<file path="config.mk">
export PLATFORM = sky130hd
export DESIGN_NAME = if_id_buffer
export DESIGN_NICKNAME = d
export VERILOG_FILES = /design/src/rtl/if_id_buffer.sv
export SDC_FILE = /design/constraint.sdc
export NUM_CORES = 1
export LEC_CHECK = 0
export BUFFER_PORTS_ARGS = -buffer_cell sky130_fd_sc_hd__buf_4
export CAP_MARGIN = 30
export CORE_MARGIN = 3
export CORE_UTILIZATION = 25
export CTS_CLUSTER_SIZE = 25
export DETAILED_ROUTE_END_ITERATION = 12
export MAX_ROUTING_LAYER = met4
export PLACE_DENSITY = 0.51
export SLEW_MARGIN = 20
export SYNTH_ARGS = -nofsm -noshare
export SYNTH_HDL_FRONTEND = slang
export SYNTH_SLANG_ARGS = --single-unit
</file>
<file path="constraint.sdc">
create_clock -name clk -period 8.2 [get_ports clk]
set_clock_uncertainty 0.2 [all_clocks]
set_input_delay 0.41 -clock clk [delete_from_list [all_inputs] [get_ports clk]]
set_output_delay 0.41 -clock clk [all_outputs]
set_load 0.01 [all_outputs]
</file>
<file path="src/rtl/if_id_buffer.sv">
// IF->ID two-entry skid buffer with flush, delay-slot keep
// and saturating flush/squash statistics.
module if_id_buffer #(
   parameter int CNT_W = 32,
   parameter int DEPTH = 2
) (
   input  logic             clk,
   input  logic             reset,
   input  logic             IF_over,
   input  logic [63:0]      IF_ID_bus,
   input  logic             IF_pred_taken,
   output logic             IF_allow_in,
   input  logic             ID_allow_in,
   output logic             ID_valid,
   output logic [64:0]      ID_bus,
   input  logic             flush,
   input  logic             flush_keep_head,
   output logic [1:0]       occupancy,
   output logic [CNT_W-1:0] flush_cnt,
   output logic [CNT_W-1:0] squash_cnt
);

   if (DEPTH != 2) begin : g_bad_depth
      $error("if_id_buffer: DEPTH must be 2");
   end

   logic [64:0]      mem_q [2];
   logic [64:0]      mem_d [2];
   logic             head_q, head_d;
   logic             tail_q, tail_d;
   logic [1:0]       count_q, count_d;
   logic [CNT_W-1:0] flush_cnt_q, flush_cnt_d;
   logic [CNT_W-1:0] squash_cnt_q, squash_cnt_d;

   logic             offer;
   logic             push;
   logic             pop;
   logic [1:0]       drop;
   logic [1:0]       sq_inc;
   logic [CNT_W:0]   fc_sum;
   logic [CNT_W:0]   sc_sum;

   // Outputs depend on registered state only (no IF_over/ID_allow_in path)
   always_comb begin
      IF_allow_in = (count_q != 2'd2);
      ID_valid    = (count_q != 2'd0);
      ID_bus      = ID_valid ? mem_q[head_q] : 65'h0;
      occupancy   = count_q;
      flush_cnt   = flush_cnt_q;
      squash_cnt  = squash_cnt_q;
   end

   // Next-state: push/pop bookkeeping, flush squashing, counters
   always_comb begin
      mem_d    = mem_q;
      head_d   = head_q;
      tail_d   = tail_q;
      count_d  = count_q;
      drop     = 2'd0;
      sq_inc   = 2'd0;
      fc_sum   = {1'b0, flush_cnt_q};
      sc_sum   = {1'b0, squash_cnt_q};

      offer = IF_over & IF_allow_in;
      push  = offer & ~flush;
      pop   = ID_valid & ID_allow_in;

      if (push) begin
         mem_d[tail_q] = {IF_pred_taken, IF_ID_bus};
         tail_d        = tail_q + 1'b1;
      end
      if (pop) begin
         head_d = head_q + 1'b1;
      end
      count_d = count_q + {1'b0, push} - {1'b0, pop};

      if (flush) begin
         if (flush_keep_head && !pop && count_q != 2'd0) begin
            // delay slot stays at the head, younger entries go
            head_d  = head_q;
            tail_d  = head_q + 1'b1;
            count_d = 2'd1;
            drop    = count_q - 2'd1;
         end else begin
            // a popped head was consumed, not squashed
            tail_d  = head_d;
            count_d = 2'd0;
            drop    = count_q - {1'b0, pop};
         end
         sq_inc = drop + {1'b0, offer};
         fc_sum = {1'b0, flush_cnt_q} + {{CNT_W{1'b0}}, 1'b1};
         sc_sum = {1'b0, squash_cnt_q}
                + {{(CNT_W-1){1'b0}}, sq_inc};
      end

      flush_cnt_d  = fc_sum[CNT_W] ? '1 : fc_sum[CNT_W-1:0];
      squash_cnt_d = sc_sum[CNT_W] ? '1 : sc_sum[CNT_W-1:0];
   end

   // State register with asynchronous reset
   always_ff @(posedge clk or posedge reset) begin
      if (reset) begin
         mem_q[0]     <= 65'h0;
         mem_q[1]     <= 65'h0;
         head_q       <= 1'b0;
         tail_q       <= 1'b0;
         count_q      <= 2'd0;
         flush_cnt_q  <= '0;
         squash_cnt_q <= '0;
      end else begin
         mem_q        <= mem_d;
         head_q       <= head_d;
         tail_q       <= tail_d;
         count_q      <= count_d;
         flush_cnt_q  <= flush_cnt_d;
         squash_cnt_q <= squash_cnt_d;
      end
   end

endmodule

</file>
==> impl_metrics.env <==
export IMPL_die_y_um=202
export IMPL_cts_root_buf="clkbuf_16"
export IMPL_htreeDepth=4
export IMPL_yosysSeqAreaShare_pct=51.6
export IMPL_max_freq_mhz=234
export IMPL_area_growth_pct=34.8
export IMPL_initial_core_util_pct=25.4
export IMPL_dp_slack_ps=3650
export IMPL_placed_cell_area_sq_um=11700
export IMPL_synth_flop_cell="dfrtp_1"
export IMPL_crit_fanout=21
export IMPL_antenna_found_initial=0
export IMPL_worstHoldStart="IF_ID_bus[55]"
export IMPL_worstMarginPinSlew_ps=926
export IMPL_final_hold_viol_count=0
export IMPL_die_area_sq_um=40800
export IMPL_synth_edf_count=0
export IMPL_start_kind="flop"
export IMPL_placed_cells=1511
export IMPL_seq_area_sq_um=4960
export IMPL_design_core_area_sq_um=37800
export IMPL_synth_area_leaders="dfrtp_1 (52%), mux2_2 (16%), mux2i_1 (7.2%)"
export IMPL_avgSynthCellArea_sq_um=11.5
export IMPL_period_minus_slack_ps=4270
export IMPL_clock_sinks=198
export IMPL_gr_usage_all_layers_pct=13.3
export IMPL_drc=0
export IMPL_dp_hpwl_mm=17.3
export IMPL_syn_nets=913
export IMPL_pin_count=204
export IMPL_hold_ws_ps=40.5
export IMPL_post_cts_buffers=0
export IMPL_setup_viol=0
export IMPL_path_class="reg -> reg"
export IMPL_clk_pin_slew_ps=80
export IMPL_cts_inserted_buffers=17
export IMPL_dr_pass1_iters=4
export IMPL_critPathCaptureType="flop"
export IMPL_arrival_ps=4430
export IMPL_reg2reg_to="squash_cnt[29]"
export IMPL_post_route_period_util_pct=52.1
export IMPL_multiInputGateArea_sq_um=4400
export IMPL_layout_nets=1165
export IMPL_die_x_um=202
export IMPL_nFillCells=3825
export IMPL_run_status="complete, no violations"
export IMPL_grt_pass1_wl_mm=42.3
export IMPL_drtAntennaViolNets=0
export IMPL_worstHoldPathType="in -> reg"
export IMPL_synth_cell_types=46
export IMPL_grt_pass1_vias=7588
export IMPL_fin_tns_setup_ps=0
export IMPL_rsz0062_at_grt="false"
export IMPL_hold_path_end="mem_q[55]"
export IMPL_p_leak_uw=0.00596
export IMPL_grt_max_degree=137
export IMPL_io_buffer_count=203
export IMPL_finalNonFillerCells=1610
export IMPL_r2r_start="occupancy[1]"
export IMPL_cap_violations=0
export IMPL_gp_congestion=0.781
export IMPL_yosysWarnings=0
export IMPL_async_reset_ff_share_pct=100
export IMPL_row_count=71
export IMPL_wire_per_inst_um=16.3
export IMPL_wl_mm=26.3
export IMPL_maxSlewViolCount=0
export IMPL_final_setup_worst_slack_ps=3930
export IMPL_drive_gt1_share_pct=36.1
export IMPL_netlist_area_leader_share_pct=51.6
export IMPL_cts_tree="built"
export IMPL_viasPerCell=4.61
export IMPL_drt_iter0_markers=310
export IMPL_ir_drop_mv=0.154
export IMPL_synth_seq_cells=198
export IMPL_worstRegToRegCells=13
export IMPL_synth_cells=834
export IMPL_crit_required_ps=8360
export IMPL_grt_overflow=0
export IMPL_finalInstanceArea_sq_um=12900
export IMPL_power_density_nw_per_um2=329
export IMPL_clkLatencyLatePin_ps=450
export IMPL_vias=7430
export IMPL_synth_area_sq_um=9600
export IMPL_synth_largest_area_cell="dfrtp_1"
export IMPL_clock_path_buffers=2
export IMPL_r2r_slack_ps=3930
export IMPL_antenna_cells=0
export IMPL_max_slew_margin_pct=38.2
export IMPL_whs_path_depth=2
[cell usage after synthesis (all sizes together), types with 5 or more instances]
library cell  number
dfrtp            198
mux2             137
nor2              77
mux2i             69
nand2             50
nand3             47
nand4             25
buf               24
clkbuf            21
inv               18
xor2              17
o21ai             15
or4               14
a31oi             11
and3              11
nor4              11
o31ai             11
or3               11
xnor2             10
a21oi              9
and4               9
nor3               9
ha                 7
and2               5
[state kept, by name (all words and copies together) (netlist names)]
signal	count
mem_q	130
flush_cnt	32
squash_cnt	32
occupancy	2
head_q	1
tail_q	1
[per-layer routing]
| layer | track usage [%] | routed length (um) |
|---|---|---|
| met1 | 17.2 | 12300 |
| met2 | 20.8 | 12400 |
| met3 | 3.69 | 1390 |
| met4 | 3.04 | 221 |
| met5 | - | 0 |
[repair_timing]
item / CTS / global route
hold buffers: 65 / 0
hold endpoints to repair: 133 / 0
endpoints found under the setup margin: 0 / 0
gates resized for setup: 0 / 0
[cells in the final DEF (no fill, tap or decap), types with 2 or more instances in the layout]
cell type / count
and3_1: 11
inv_8: 4
mux2_2: 137
o21ai_0: 15
xor2_1: 17
xnor2_1: 10
dlygate4sd3_1: 65
ha_1: 7
or2_2: 2
clkinv_8: 2
a31oi_1: 11
nor2b_1: 2
nor2_1: 76
clkinv_2: 2
nand4_2: 2
a21oi_1: 9
o31ai_1: 11
or4_1: 12
clkinvlp_4: 4
or4_4: 2
and4_1: 9
nor4_1: 9
inv_6: 4
clkbuf_16: 17
or3_1: 11
buf_4: 209
nand4_1: 22
dfrtp_1: 197
nand4b_1: 3
inv_1: 17
and2_1: 5
nor3_1: 8
buf_16: 2
nand2_1: 50
nand3_1: 46
mux2i_1: 69
[worst max-delay path: stages (launching register included)]
cell,delay (ps)
dfrtp_1,470
nor2_4,160
nor2_1,60
ha_1,280
inv_1,40
ha_1,180
xnor2_1,140
xnor2_1,230
inv_1,90
fa_1,450
nand4b_1,310
nor4_4,570
nand3_1,750
nand3_1,260
[area by class of cell]
class	count	area share, %
clock inverter	15	1.09
timing repair buffer	278	17.8
tap	511	4.94
multi-input combinational	573	34.0
inverter	18	0.580
sequential	198	38.3
clock buffer	17	3.29
[logic make-up (layout without fill, tap and decap cells)]
| logic type | after synthesis | count (layout) | share of synthesized area [%] |
|---|---|---|---|
| compound gates | 53 | 53 | 3.45 |
| xor+xnor | 27 | 27 | 2.46 |
| fa+ha+maj | 8 | 8 | 1.12 |
| buf+inv | 63 | 328 | 2.70 |
| flops | 198 | 198 | 51.6 |
| mux | 206 | 206 | 23.3 |
| simple gates | 279 | 279 | 15.4 |
[power breakdown]
group	internal (uW)	total (uW)	switching [uW]
clock	403	831	428
combinational	951	1820	870
sequential	1350	1600	248
total	2700	4250	1550
[through the flow]
step	power [uW]	utilization [%]
finish	4250	34.3
global placement	3430	30.8
floorplan	2700	-
detailed placement	3460	31.0
global route	4570	34.3
CTS	4340	34.2
[worst max-delay path by stage]
stage	slack (ps)	endpoint	from	cells after the start
4_1_cts	3850	squash_cnt[31]	occupancy[1]	13
2_1_floorplan	2190	flush_cnt[0]	reset	1
5_1_grt	3500	squash_cnt[27]	occupancy[1]	13
3_5_place_dp	3650	squash_cnt[17]	ID_allow_in	14
6_report	3930	squash_cnt[29]	occupancy[1]	13
3_3_place_gp	3670	squash_cnt[19]	ID_allow_in	14
(Power assumes the default switching activity.)
